--- src/rtl/sdrx_pkg.sv ---
// ============================================================================
// Module   : sdrx_pkg
// Brief    : Shared encodings, state enum and helpers for the SDIO receiver.
// Revision : 1.0 - initial release
// ============================================================================
`default_nettype none

package sdrx_pkg;

    localparam logic [1:0] WIDTH_1 = 2'd0;
    localparam logic [1:0] WIDTH_4 = 2'd1;
    localparam logic [1:0] WIDTH_8 = 2'd2;

    typedef enum logic [2:0] {
        ST_IDLE = 3'd0,
        ST_WAIT = 3'd1,
        ST_DATA = 3'd2,
        ST_CRC  = 3'd3,
        ST_END  = 3'd4,
        ST_DONE = 3'd5
    } state_t;

    localparam logic [1:0] ERR_NONE    = 2'd0;
    localparam logic [1:0] ERR_CRC     = 2'd1;
    localparam logic [1:0] ERR_END     = 2'd2;
    localparam logic [1:0] ERR_TIMEOUT = 2'd3;

    localparam logic [15:0] CRC16_POLY = 16'h1021;

    function automatic logic [7:0] lane_mask(input logic [1:0] width);
        case (width)
            WIDTH_1: lane_mask = 8'h01;
            WIDTH_4: lane_mask = 8'h0F;
            default: lane_mask = 8'hFF;
        endcase
    endfunction

    // Strobes per 32-bit word, minus one, so it compares directly with the bit counter.
    function automatic logic [4:0] strobes_per_word_m1(input logic [1:0] width);
        case (width)
            WIDTH_1: strobes_per_word_m1 = 5'd31;
            WIDTH_4: strobes_per_word_m1 = 5'd7;
            default: strobes_per_word_m1 = 5'd3;
        endcase
    endfunction

endpackage

`default_nettype wire

--- src/rtl/sdcrc16_lane.sv ---
// ============================================================================
// Module   : sdcrc16_lane
// Brief    : Serial CRC16 for one data lane; step folds a bit in, shift drains it.
// Revision : 1.0 - initial release
// ============================================================================
`default_nettype none

module sdcrc16_lane
    import sdrx_pkg::*;
(
    input  logic clk_i,
    input  logic rst_ni,
    input  logic clear_i,
    input  logic step_i,
    input  logic shift_i,
    input  logic bit_i,
    output logic msb_o
);

    logic [15:0] crc_q;
    logic [15:0] crc_d;

    always_comb begin
        crc_d = crc_q;
        if (clear_i) begin
            crc_d = 16'h0000;
        end else if (step_i) begin
            crc_d = {crc_q[14:0], 1'b0} ^ ((crc_q[15] ^ bit_i) ? CRC16_POLY : 16'h0000);
        end else if (shift_i) begin
            crc_d = {crc_q[14:0], 1'b0};
        end
    end

    always_ff @(posedge clk_i or negedge rst_ni) begin
        if (!rst_ni) begin
            crc_q <= 16'h0000;
        end else begin
            crc_q <= crc_d;
        end
    end

    assign msb_o = crc_q[15];

endmodule

`default_nettype wire

--- src/rtl/sdrxframe.sv ---
// ============================================================================
// Module   : sdrxframe
// Brief    : SDR SDIO data-block receiver: start bit, data, per-lane CRC16, end bit.
// Revision : 1.0 - initial release
// ============================================================================
`default_nettype none

module sdrxframe
    import sdrx_pkg::*;
#(
    parameter int LGLEN     = 10,
    parameter int LGTIMEOUT = 20
) (
    input  logic                 i_clk,
    input  logic                 i_reset_n,
    input  logic                 i_en,
    input  logic [1:0]           i_width,
    input  logic [LGLEN-1:0]     i_length,
    input  logic [LGTIMEOUT-1:0] i_timeout,
    input  logic                 i_rx_strb,
    input  logic [7:0]           i_rx_data,
    output logic                 o_valid,
    output logic [31:0]          o_data,
    output logic                 o_last,
    output logic                 o_done,
    output logic                 o_err,
    output logic [1:0]           o_errcode
);

    state_t               state_q;
    logic [31:0]          sr_q;
    logic [31:0]          sr_d;
    logic [4:0]           bcnt_q;
    logic [LGLEN-3:0]     wcnt_q;
    logic [LGLEN-3:0]     wcnt_d;
    logic [3:0]           ccnt_q;
    logic [LGTIMEOUT-1:0] tcnt_q;
    logic [LGTIMEOUT-1:0] tcnt_d;
    logic                 mism_q;
    logic                 valid_q;
    logic [31:0]          data_q;
    logic                 last_q;
    logic                 done_q;
    logic                 err_q;
    logic [1:0]           errcode_q;

    logic [7:0]           lane_act;
    logic [4:0]           spw_m1;
    logic [LGLEN-3:0]     nwords;
    logic [7:0]           crc_msb;
    logic                 crc_clear;
    logic                 crc_step;
    logic                 crc_shift;
    logic                 crc_bad;
    logic                 end_bad;
    logic                 unused_len;

    assign lane_act   = lane_mask(i_width);
    assign spw_m1     = strobes_per_word_m1(i_width);
    assign nwords     = i_length[LGLEN-1:2];
    assign unused_len = ^i_length[1:0];

    assign wcnt_d = wcnt_q + (LGLEN-2)'(1);
    assign tcnt_d = (&tcnt_q) ? tcnt_q : tcnt_q + LGTIMEOUT'(1);

    always_comb begin
        case (i_width)
            WIDTH_1: sr_d = {sr_q[30:0], i_rx_data[0]};
            WIDTH_4: sr_d = {sr_q[27:0], i_rx_data[3:0]};
            default: sr_d = {sr_q[23:0], i_rx_data};
        endcase
    end

    // CRCs stay cleared until the start bit, so every block begins from zero.
    assign crc_clear = !i_en || (state_q == ST_IDLE) || (state_q == ST_WAIT);
    assign crc_step  = i_en && i_rx_strb && (state_q == ST_DATA);
    assign crc_shift = i_en && i_rx_strb && (state_q == ST_CRC);
    assign crc_bad   = |((i_rx_data ^ crc_msb) & lane_act);
    assign end_bad   = |(~i_rx_data & lane_act);

    for (genvar k = 0; k < 8; k++) begin : g_lane
        sdcrc16_lane u_crc (
            .clk_i   (i_clk),
            .rst_ni  (i_reset_n),
            .clear_i (crc_clear || !lane_act[k]),
            .step_i  (crc_step),
            .shift_i (crc_shift),
            .bit_i   (i_rx_data[k]),
            .msb_o   (crc_msb[k])
        );
    end

    always_ff @(posedge i_clk or negedge i_reset_n) begin
        if (!i_reset_n) begin
            state_q   <= ST_IDLE;
            sr_q      <= 32'h0;
            bcnt_q    <= 5'd0;
            wcnt_q    <= '0;
            ccnt_q    <= 4'd0;
            tcnt_q    <= '0;
            mism_q    <= 1'b0;
            valid_q   <= 1'b0;
            data_q    <= 32'h0;
            last_q    <= 1'b0;
            done_q    <= 1'b0;
            err_q     <= 1'b0;
            errcode_q <= ERR_NONE;
        end else begin
            valid_q <= 1'b0;
            last_q  <= 1'b0;
            done_q  <= 1'b0;
            if (!i_en) begin
                state_q <= ST_IDLE;
                bcnt_q  <= 5'd0;
                wcnt_q  <= '0;
                ccnt_q  <= 4'd0;
                tcnt_q  <= '0;
                mism_q  <= 1'b0;
            end else begin
                case (state_q)
                    ST_IDLE: begin
                        state_q   <= ST_WAIT;
                        tcnt_q    <= '0;
                        err_q     <= 1'b0;
                        errcode_q <= ERR_NONE;
                    end
                    ST_WAIT: begin
                        if (i_rx_strb) begin
                            if (!i_rx_data[0]) begin
                                bcnt_q  <= 5'd0;
                                wcnt_q  <= '0;
                                ccnt_q  <= 4'd0;
                                mism_q  <= 1'b0;
                                state_q <= (nwords == '0) ? ST_CRC : ST_DATA;
                            end else begin
                                tcnt_q <= tcnt_d;
                                if (tcnt_d >= i_timeout) begin
                                    err_q     <= 1'b1;
                                    errcode_q <= ERR_TIMEOUT;
                                    done_q    <= 1'b1;
                                    state_q   <= ST_DONE;
                                end
                            end
                        end
                    end
                    ST_DATA: begin
                        if (i_rx_strb) begin
                            sr_q <= sr_d;
                            if (bcnt_q == spw_m1) begin
                                bcnt_q  <= 5'd0;
                                valid_q <= 1'b1;
                                data_q  <= sr_d;
                                wcnt_q  <= wcnt_d;
                                if (wcnt_d == nwords) begin
                                    last_q  <= 1'b1;
                                    state_q <= ST_CRC;
                                end
                            end else begin
                                bcnt_q <= bcnt_q + 5'd1;
                            end
                        end
                    end
                    ST_CRC: begin
                        if (i_rx_strb) begin
                            if (crc_bad) begin
                                mism_q <= 1'b1;
                            end
                            ccnt_q <= ccnt_q + 4'd1;
                            if (ccnt_q == 4'd15) begin
                                state_q <= ST_END;
                            end
                        end
                    end
                    ST_END: begin
                        if (i_rx_strb) begin
                            // A CRC mismatch outranks a bad end bit.
                            err_q     <= mism_q || end_bad;
                            errcode_q <= mism_q ? ERR_CRC : (end_bad ? ERR_END : ERR_NONE);
                            done_q    <= 1'b1;
                            state_q   <= ST_DONE;
                        end
                    end
                    ST_DONE: begin
                        state_q   <= ST_WAIT;
                        tcnt_q    <= '0;
                        err_q     <= 1'b0;
                        errcode_q <= ERR_NONE;
                    end
                    default: state_q <= ST_IDLE;
                endcase
            end
        end
    end

    assign o_valid   = valid_q;
    assign o_data    = data_q;
    assign o_last    = last_q;
    assign o_done    = done_q;
    assign o_err     = err_q;
    assign o_errcode = errcode_q;

endmodule

`default_nettype wire
--- config.mk ---
export PLATFORM = sky130hd
export DESIGN_NAME = sdrxframe
export DESIGN_NICKNAME = d
export VERILOG_FILES = /design/src/rtl/sdrx_pkg.sv /design/src/rtl/sdcrc16_lane.sv /design/src/rtl/sdrxframe.sv
export SDC_FILE = /design/constraint.sdc
export NUM_CORES = 1
export LEC_CHECK = 0
export ABC_AREA = 1
export BUFFER_PORTS_ARGS = -buffer_cell sky130_fd_sc_hd__buf_2
export CORE_MARGIN = 4
export CORE_UTILIZATION = 56
export DETAILED_ROUTE_END_ITERATION = 7
export PLACE_DENSITY_LB_ADDON = 0.2
export SYNTH_ARGS = -nofsm -noshare
export SYNTH_HDL_FRONTEND = slang
export SYNTH_HIERARCHICAL = 1
export SYNTH_SLANG_ARGS = --single-unit
--- constraint.sdc ---
create_clock -name i_clk -period 3.93 [get_ports i_clk]
set_input_delay 0.393 -clock i_clk [delete_from_list [all_inputs] [get_ports i_clk]]
set_output_delay 0.393 -clock i_clk [all_outputs]
set_load 0.05 [all_outputs]
==> impl_metrics.py, run 1 <==
metrics = {
    "routing": {
        "viasPerCell": 5.295,
        "drc_errors": 0,
        "vias": 9472,
        "drt_iter0_drc": 696,
        "first_pass_iters": 7,
        "postRouteAntennaNets": 0,
        "routed_wirelength_um": 25120,
        "wire_per_inst_um": 14.04,
    },
    "sta": {
        "worst_pin_slew_ns": 0.8883,
        "clock-skew-final_ns": 0.01603,
        "min_period_over_period": 0.8230,
        "timing.fmax_ghz": 0.3092,
        "slew_headroom": 0.4056,
        "fin_ws_ns": 0.6958,
        "fin_tns_setup_ns": 0,
        "rsz0062_at_grt": "no",
        "hold_violations": 0,
        "finalCriticalPeriod_ns": 3.234,
        "setup_violations": 0,
        "final_max_slew_viol_count": 0,
    },
    "power": {
        "ir_worst_vdd_v": 0.0002946,
        "power.leakage_uw": 0.006447,
        "power_density_nw_per_um2": 458.6,
        "total_power_uw": 6252,
    },
    "clock_network": {
        "clockRootBuffer": "clkbuf_16",
        "htreeDepth": 1,
        "cts_buffer_depth": 3,
        "tritoncts": "built",
        "clock_latency_ns": 0.53,
        "ctsHoldBuffers": 1,
        "post-cts-setup-buffers": 0,
        "cts_made_buffers": 25,
        "cts-resized-gates": 0,
        "clk_pin_slew_ns": 0.06,
        "cts_sinks": 238,
    },
    "floorplan": {
        "core_um2": 21760,
        "start_util": 0.5675,
        "num_rows": 54,
        "pin_count": 82,
        "die_area_um2": 24490,
        "die-height_um": 156.5,
        "die_x_um": 156.5,
    },
    "critical_path": {
        "criticalPathCategory": "reg -> reg",
        "crit_path_start": "tcnt_q[0]",
        "worstPathArrival_ns": 3.64,
        "r2r_cells": 16,
        "r2r-start": "tcnt_q[0]",
        "cp.required_ns": 4.34,
        "end_kind": "register",
        "crit_path_start_kind": "register",
        "crit_fanout": 9,
    },
    "placed_design": {
        "place.gp.congestion": 0.8679,
        "portBuffers": 79,
        "dp_hpwl_um": 17220,
        "place_ws_ns": 0.7337,
    },
    "cells_and_area": {
        "fin_nets": 1562,
        "synthToLayoutAreaGrowth_pct": 10.41,
        "n_antenna_cell": 0,
        "drive_gt1_frac": 0.1736,
    },
    "synth": {
        "synth_fp_nets": 1487,
        "synthArstFlopShare": 1.000,
        "syn_area_per_cell_um2": 8.701,
        "synthFlopType": "dfrtp_1",
        "synth.distinct_cells": 42,
        "netlist_area_um2": 12350,
        "synth-edff-count": 0,
        "ys_seq_area_frac": 0.4824,
        "ys_warn_count": 6,
        "syn_inst": 1419,
        "ys_seq_elements": 238,
    },
    "outcome": {
        "status": "complete, no violations",
    },
    "run": {
        "cap_violations": 0,
    },
    "global_routing": {
        "grt_pass1_wl_um": 43240,
        "grt.overflow.total": 0,
        "antenna_found_initial": 0,
        "grt_max_degree": 107,
        "grt_pass1_vias": 9112,
        "track_usage": 0.2096,
    },
    "worst_hold_path": {
        "hold_class": "in -> reg",
        "hold_depth": 3,
        "hp-start": "i_rx_strb",
    },
}
-- layout make-up --
cell class / instances / area [um2]
Multi-Input combinational cell: 880 / 5105
Timing Repair Buffer: 89 / 495.5
Tap cell: 280 / 350.3
Sequential cell: 238 / 5956
Clock buffer: 38 / 714.4
Clock inverter: 4 / 35.03
Inverter: 260 / 975.9
Fill cell: 1882 / 8124
-- worst paths after layout --
check | to | slack, ns
min reg2reg | g_lane[7].u_crc/crc_q[5] | 0.48
max reg2reg | o_errcode[1] | 0.70
max | o_errcode[1] | 0.70
min in group asynchronous | tcnt_q[12] | 0.50
min | o_done | 0.20
max in group asynchronous | sr_q[26] | 2.47
-- Yosys cell counts, types with 3 or more instances --
cell type	count	share of area
nor2_2	3	0.0015
buf_6	20	0.018
nand3_2	9	0.0073
o22ai_2	80	0.081
nor3_1	10	0.0041
xor2_1	14	0.0099
nand2_1	363	0.11
buf_2	4	0.0016
nand3_1	67	0.027
dfrtp_1	238	0.48
inv_2	25	0.0076
a21oi_1	39	0.016
o21ai_1	35	0.014
o21ai_2	4	0.0028
xnor2_1	11	0.0078
o22ai_1	25	0.013
ha_1	24	0.024
nand2_2	4	0.0020
nand4_1	25	0.013
o21ai_0	81	0.033
a221oi_1	6	0.0043
inv_1	235	0.071
a21oi_4	8	0.011
clkbuf_1	16	0.0049
nor4_1	6	0.0030
nor2_1	46	0.014
-- layout by cell type (no fill, tap or decap), types with 2 or more instances in the layout --
cell type	Yosys	layout
a22o_1	2	2
inv_1	235	235
dfrtp_1	238	238
nand2_1	363	363
o22ai_1	25	25
clkbuf_16	0	25
xor2_1	14	14
o21ai_1	35	35
clkbuf_8	0	4
o21ai_2	4	4
clkinv_2	0	3
nor4_1	6	6
nand3_2	9	9
xnor2_1	11	11
inv_2	25	25
a21oi_1	39	39
nor3_1	10	10
nand2_2	4	4
nand3_1	67	67
ha_1	24	24
nor2_4	2	2
a21o_1	2	2
nand3b_1	2	2
a21oi_4	8	8
buf_2	4	78
a221oi_1	6	6
a31oi_1	2	2
buf_4	1	8
nand4_1	25	25
clkbuf_1	16	9
o22ai_2	80	80
o21ai_0	81	81
nor2_2	3	4
nor2_1	46	45
-- power by group --
group,internal (uW),total (uW),switching (uW)
Combinational,341,1300,957
Clock,1250,2190,942
Sequential,2600,2760,158
-- logic make-up after synthesis --
group / Yosys count / synth area share
AO/OA/AOI/OAI: 287 / 0.1798
AND/OR/NAND/NOR: 544 / 0.1914
XOR/XNOR: 25 / 0.01773
buffers and inverters: 301 / 0.1044
adder cells (fa/ha/maj): 24 / 0.02432
flip-flops: 238 / 0.4824
-- critical path, cell delays in order, from the launching register on --
cell	delay [ns]
dfrtp_1	0.41
ha_1	0.20
nand2_1	0.08
inv_1	0.11
nand3_1	0.16
nor2_1	0.19
nand4_1	0.30
buf_4	0.29
nand2_1	0.09
ha_1	0.25
a21o_1	0.18
nor2_1	0.11
nand2_1	0.08
a21oi_1	0.24
nand3_1	0.15
nand2_1	0.15
o21ai_0	0.10
-- sequential cells by signal (all words and copies together) (netlist names) --
signal,flops
sr_q,31
o_err,1
mism_q,1
state_q,3
wcnt_q,8
o_done,1
o_valid,1
o_data,32
bcnt_q,5
o_errcode,2
g_lane.u_crc/crc_q,128
ccnt_q,4
o_last,1
tcnt_q,20
-- per-layer routing --
metal	routed length, um	vias up	GRT usage	part of all wire
li1	-	4779	-	-
met1	11940	4477	0.3043	0.48
met2	11640	180	0.3391	0.46
met3	1071	36	0.02627	0.043
met4	471	0	0.05000	0.019
met5	0	-	0	0
-- metrics by stage --
step	instance area (um2)	util	instances	hold slack [ns]
2_1_floorplan	12350	-	1419	0.09741
4_1_cts	13630	0.6266	1789	0.1883
3_5_place_dp	12870	0.5917	1746	0.4685
5_1_grt	13630	0.6266	1789	0.2096
6_report	13630	0.6266	1789	0.1999
3_3_place_gp	12870	0.5917	1746	0.4585
Power figures use the tool's default switching activity.
==> run 2, diff against run 1 <==
--- a/config.mk
+++ b/config.mk
@@ -8,7 +8,7 @@
 export ABC_AREA = 1
 export BUFFER_PORTS_ARGS = -buffer_cell sky130_fd_sc_hd__buf_2
 export CORE_MARGIN = 4
-export CORE_UTILIZATION = 56
+export CORE_UTILIZATION = 55
 export DETAILED_ROUTE_END_ITERATION = 7
 export PLACE_DENSITY_LB_ADDON = 0.2
 export SYNTH_ARGS = -nofsm -noshare
==> constraint.sdc (replaced) <==
create_clock -name i_clk -period 2.85 [get_ports i_clk]
set_input_delay 0.285 -clock i_clk [delete_from_list [all_inputs] [get_ports i_clk]]
set_output_delay 0.285 -clock i_clk [all_outputs]
set_load 0.05 [all_outputs]
==> run 2 against run 1 <==
Compared with the run above: maximum frequency grew 14%; utilization grew 1.8 points; clock power grew 53%; global-route usage grew 0.41 points; worst hold slack lost 0.10 ns; count of clock-buffer cells in the layout shrank 3; sequential power grew 38%; register-to-register slack lost 0.69 ns; critical endpoint is now state_q[2]; largest power group unchanged.
==> impl_metrics.py, run 2 (synthesis results as in run 1) <==
metrics = {
    "placed_design": {
        "portBuffers": 79,
        "place_ws_ns": -0.1349,
        "place.gp.congestion": 0.8359,
        "dp_hpwl_um": 17820,
        "dp_cells": 1761,
    },
    "clock_network": {
        "htreeDepth": 1,
        "clockRootBuffer": "clkbuf_16",
        "clk_pin_slew_ns": 0.06,
        "clock_latency_ns": 0.54,
        "cts_buffer_depth": 3,
        "cts_made_buffers": 26,
        "cts_sinks": 238,
        "tritoncts": "built",
    },
    "routing": {
        "routed_wirelength_um": 26540,
        "drt_iter0_drc": 659,
        "postRouteAntennaNets": 0,
        "vias": 9606,
        "drc_errors": 0,
        "wire_per_inst_um": 14.60,
        "viasPerCell": 5.287,
        "first_pass_iters": 5,
    },
    "critical_path": {
        "crit_buf_inv": 2,
        "criticalPathCategory": "reg -> reg",
        "crit_top_cell": "nand2_2",
        "end_kind": "register",
        "cp.required_ns": 3.32,
        "slowest_stage": "dfrtp_1",
        "crit_path_start_kind": "register",
        "cp_cell_sequence": "ha_2 > nand2_1 > inv_2 > nand3_4 > nor2_4 > nand2_4 > nor4_4 > a21oi_2 > ha_1 > nand2_2 > nor2_4 > nand4_1 > nor3_2 > nand2_2 > nand3_2 > nand2_1 > inv_2 > nand3_2 > nand2_2",
        "slowest_delay_ns": 0.36,
        "r2r-start": "tcnt_q[0]",
        "worstPathArrival_ns": 3.31,
        "crit_fanout": 4,
        "crit_family": "simple AND/OR/NAND/NOR gates",
        "r2r_setup_slack_ns": 0.008,
        "crit_path_start": "tcnt_q[0]",
    },
    "cells_and_area": {
        "final_common_cell": "nand2_1",
        "layout_common_cells": "353 x nand2_1, 238 x dfrtp_1, 232 x inv_1",
        "stdcell_count": 1817,
        "n_antenna_cell": 0,
        "drive_gt1_frac": 0.2134,
        "largest_reg_flops": 128,
        "fin_nets": 1586,
        "top_register": "g_lane.u_crc/crc_q",
        "synthToLayoutAreaGrowth_pct": 14.59,
    },
    "sta": {
        "fin_ws_ns": 0.008463,
        "final_max_slew_viol_count": 0,
        "min_period_over_period": 0.9970,
        "clock-skew-final_ns": 0.01896,
        "hold-worst-slack_ns": 0.09505,
        "slew_headroom": 0.4154,
        "hold_violations": 0,
        "setup_violations": 0,
        "timing.fmax_ghz": 0.3519,
        "worst_pin_slew_ns": 0.8756,
        "rsz0062_at_grt": "yes",
        "finalCriticalPeriod_ns": 2.842,
    },
    "floorplan": {
        "start_util": 0.5623,
        "core_um2": 21960,
        "num_rows": 54,
        "die_x_um": 157.8,
        "die-height_um": 157.8,
        "die_area_um2": 24910,
        "pin_count": 82,
    },
    "power": {
        "ir_worst_vdd_v": 0.0004481,
        "power.leakage_uw": 0.006689,
        "power_density_nw_per_um2": 640.1,
    },
    "global_routing": {
        "track_usage": 0.2137,
        "grt_max_degree": 75,
        "antenna_found_initial": 0,
        "grt_pass1_wl_um": 44590,
        "grt.overflow.total": 0,
        "grt_pass1_vias": 9216,
    },
    "worst_hold_path": {
        "hp-start": "i_rx_strb",
        "hold_class": "in -> reg",
    },
    "run": {
        "cap_violations": 0,
    },
    "outcome": {
        "status": "complete, no violations",
    },
}
## run 2: cell count changes in the layout (fill, tap and decap cells not counted), sizes merged
| cell | before | now |
|---|---|---|
| buf | 88 | 111 |
| clkinv | 3 | 8 |
| clkbuf | 38 | 35 |
| bufinv | 0 | 2 |
| clkinvlp | 0 | 2 |
| inv | 261 | 260 |
## run 2: where the power goes
group	internal (uW)	switching (uW)	total [uW]
Combinational	522	1370	1900
Clock	1970	1380	3350
Sequential	3590	221	3810
Total	6080	2970	9060
## run 2: per-layer routing
metal / global-route usage / routed length (um) / up-vias
li1: - / - / 4811
met1: 0.3119 / 12420 / 4568
met2: 0.3411 / 12560 / 192
met3: 0.02980 / 1032 / 35
met4: 0.05121 / 523 / 0
met5: 0 / 0 / -
## run 2: path summary, 6_finish.rpt
path | to | depth (start not counted)
min in group asynchronous | tcnt_q[13] | 2
setup / recovery | state_q[2] | 19
setup reg to reg | state_q[2] | 19
hold / removal | o_done | 3
max in group asynchronous | sr_q[21] | 3
hold reg to reg | o_data[24] | 2
## run 2: tightest hold or removal path, delay by kind of cell
| kind | cells | cell delay (ns) |
|---|---|---|
| AND/OR/NAND/NOR | 1 | 0.14 |
| AO/OA/AOI/OAI | 1 | 0.04 |
| buffers and inverters | 1 | 0.13 |
## run 2: area by class of cell
cell class	count	area, um2
Clock buffer	35	724.4
Clock inverter	12	140.1
Fill cell	1839	7810
Inverter	260	975.9
Multi-Input combinational cell	880	5296
Sequential cell	238	5956
Tap cell	280	350.3
Timing Repair Buffer	112	705.7
## run 2: repair_timing
action                                 4_1_cts  5_1_grt
resized for setup                           12       33
pin swaps                                    7       20
setup endpoints to repair                    7        7
hold buffers                                 1        0
endpoints found under the hold margin       70        0
buffers inserted                             3        5
## run 2: metrics by stage
step / power (uW) / util / TNS [ns] / cell area (um2)
floorplan: 5212 / - / 0 / 12350
global placement: 5664 / 0.5930 / 0 / 13020
detailed placement: 5701 / 0.5930 / -0.5669 / 13020
CTS: 9106 / 0.6361 / 0 / 13970
global route: 9574 / 0.6443 / -1.148 / 14150
finish: 9057 / 0.6443 / 0 / 14150
==> run 3, diff against run 2 <==
--- a/config.mk
+++ b/config.mk
@@ -7,8 +7,10 @@
 export LEC_CHECK = 0
 export ABC_AREA = 1
 export BUFFER_PORTS_ARGS = -buffer_cell sky130_fd_sc_hd__buf_2
+export CELL_PAD_IN_SITES_DETAIL_PLACEMENT = 1
+export CELL_PAD_IN_SITES_GLOBAL_PLACEMENT = 1
 export CORE_MARGIN = 4
-export CORE_UTILIZATION = 55
+export CORE_UTILIZATION = 42
 export DETAILED_ROUTE_END_ITERATION = 7
 export PLACE_DENSITY_LB_ADDON = 0.2
 export SYNTH_ARGS = -nofsm -noshare
==> run 3 against run 2 <==
Compared with the run above: first-iteration DRC count decreased by 34%; total power increased by 3.4%; count of clock-buffer cells in the layout increased by 5.
==> impl_metrics.py, run 3 (synthesis results as in run 1) <==
metrics = {
    "outcome": {
        "status": "complete, no violations",
    },
    "critical_path": {
        "cp.required_ns": 3.28,
        "end_kind": "register",
        "cp_cell_sequence": "nand2_2 > inv_1 > nand3_1 > nor2_4 > nand2_4 > nor2_4 > nand2_1 > nand2_1 > inv_1 > ha_1 > nand2_1 > nor2_4 > nand4_1 > buf_4 > inv_2 > a21oi_4 > nand3_2 > nand2_2 > inv_2 > nand3_2 > nand2_1",
        "slowest_delay_ns": 0.40,
        "crit_path_start_kind": "register",
        "crit_top_cell": "nand2_1",
        "criticalPathCategory": "reg -> reg",
        "crit_fanout": 3,
        "slowest_stage": "dfrtp_1",
        "worstPathArrival_ns": 3.27,
    },
    "placed_design": {
        "portBuffers": 79,
        "dp_cells": 1878,
        "dpl_cell_area_um2": 13240,
        "place.gp.congestion": 0.8205,
        "dp_hpwl_um": 21500,
    },
    "cells_and_area": {
        "stdcell_count": 1940,
        "stdcell_area_um2": 14470,
        "layout_common_cells": "351 x nand2_1, 238 x dfrtp_1, 231 x inv_1",
        "synthToLayoutAreaGrowth_pct": 17.22,
        "drive_gt1_frac": 0.2238,
        "top_register": "g_lane.u_crc/crc_q",
        "largest_reg_flops": 128,
        "final_common_cell": "nand2_1",
        "fin_nets": 1607,
    },
    "power": {
        "total_power_uw": 9368,
        "power_density_nw_per_um2": 647.3,
        "p_int_uw": 6295,
        "power.leakage_uw": 0.006811,
        "switching_power_uw": 3073,
        "ir_worst_vdd_v": 0.0005037,
        "power_frac_clock": 0.381,
        "seqPwrFrac": 0.408,
        "p_comb_frac": 0.211,
        "p_sw_frac": 0.3281,
    },
    "routing": {
        "drt_iter0_drc": 438,
        "postRouteAntennaNets": 0,
        "routed_wirelength_um": 31060,
        "wire_per_inst_um": 16.01,
        "drc_errors": 0,
        "viasPerCell": 5.087,
        "first_pass_iters": 4,
        "vias": 9868,
    },
    "clock_network": {
        "cts_made_buffers": 27,
        "htreeDepth": 1,
        "clock_latency_ns": 0.55,
        "clk_pin_slew_ns": 0.06,
        "tritoncts": "built",
        "cts_sinks": 238,
        "cts_buffer_depth": 3,
        "clockRootBuffer": "clkbuf_16",
    },
    "global_routing": {
        "antenna_found_initial": 1,
        "grt_pass1_wl_um": 53710,
        "grt_pass1_vias": 10770,
        "grt_max_degree": 81,
        "track_usage": 0.1933,
        "grt.overflow.total": 0,
    },
    "sta": {
        "min_period_over_period": 0.9958,
        "setup_violations": 0,
        "hold_violations": 0,
        "clock-skew-final_ns": 0.006796,
        "final_max_slew_viol_count": 0,
        "rsz0062_at_grt": "yes",
        "worst_pin_slew_ns": 0.9119,
        "finalCriticalPeriod_ns": 2.838,
        "slew_headroom": 0.3921,
        "timing.fmax_ghz": 0.3524,
    },
    "run": {
        "cap_violations": 0,
    },
    "worst_hold_path": {
        "hold_class": "in -> reg",
    },
    "floorplan": {
        "core_um2": 28860,
        "die-height_um": 179.5,
        "start_util": 0.4279,
        "die_x_um": 179.5,
        "die_area_um2": 32200,
        "num_rows": 62,
        "pin_count": 82,
    },
}
[run 3: what timing repair did]
action	in CTS	in global routing
hold endpoints to repair	42	0
buffers inserted	9	6
endpoints found under the setup margin	6	7
resized for setup	30	21
hold buffers	1	0
pin swaps	17	20
[run 3: path summary, 6_finish.rpt]
check	start	endpoint	slack, ns	cells after the start
worst min register to register	o_data[24]	o_data[24]	0.47	2
worst max register to register	tcnt_q[11]	state_q[0]	0.01	21
min in group asynchronous	i_reset_n	tcnt_q[13]	0.22	2
max in group asynchronous	i_reset_n	o_data[31]	1.84	3
worst max-delay path	tcnt_q[11]	state_q[0]	0.01	21
worst min-delay path	i_rx_strb	o_done	0.1	3
[run 3: final cells by class]
| type | instances | area, um2 |
|---|---|---|
| Tap cell | 384 | 480.5 |
| Multi-Input combinational cell | 880 | 5309 |
| Clock buffer | 40 | 784.5 |
| Timing Repair Buffer | 132 | 847.1 |
| Clock inverter | 5 | 117.6 |
| Sequential cell | 238 | 5956 |
| Antenna cell | 1 | 2.502 |
| Inverter | 260 | 975.9 |
| Fill cell | 3416 | 14390 |
[run 3: stage by stage]
step | setup WS [ns] | TNS [ns] | hold WS (ns) | utilization
after floorplan | 0.05668 | 0 | -0.01059 | -
after global placement | -0.01391 | -0.02458 | 0.2250 | 0.4589
after detailed placement | -0.1281 | -0.5939 | 0.2284 | 0.4589
after CTS | -0.007003 | -0.01200 | 0.08502 | 0.4973
after global routing | -0.2121 | -1.367 | 0.09842 | 0.5015
final | 0.01203 | 0 | 0.09673 | 0.5015
[run 3: worst max-delay path, delay by kind of cell (launching register included)]
| family | cells | cell delay (ns) |
|---|---|---|
| compound gates | 1 | 0.20 |
| simple gates | 14 | 1.49 |
| flops | 1 | 0.40 |
| buf+inv | 5 | 0.36 |
| fa+ha+maj | 1 | 0.26 |
[run 3: layer usage]
layer / wire length (um) / global-route usage
met1: 14250 / 0.2605
met2: 15480 / 0.3371
met3: 700 / 0.02264
met4: 633 / 0.04328
met5: 0 / 0
[run 3: power by group through the flow]
stage	Clock, uW	Combinational [uW]	Sequential [uW]
2_1_floorplan	0	1340	3870
3_3_place_gp	0	1860	3870
3_5_place_dp	0	1930	3880
4_1_cts	3670	1980	3820
5_1_grt	3820	2250	3850
6_report	3570	1980	3820
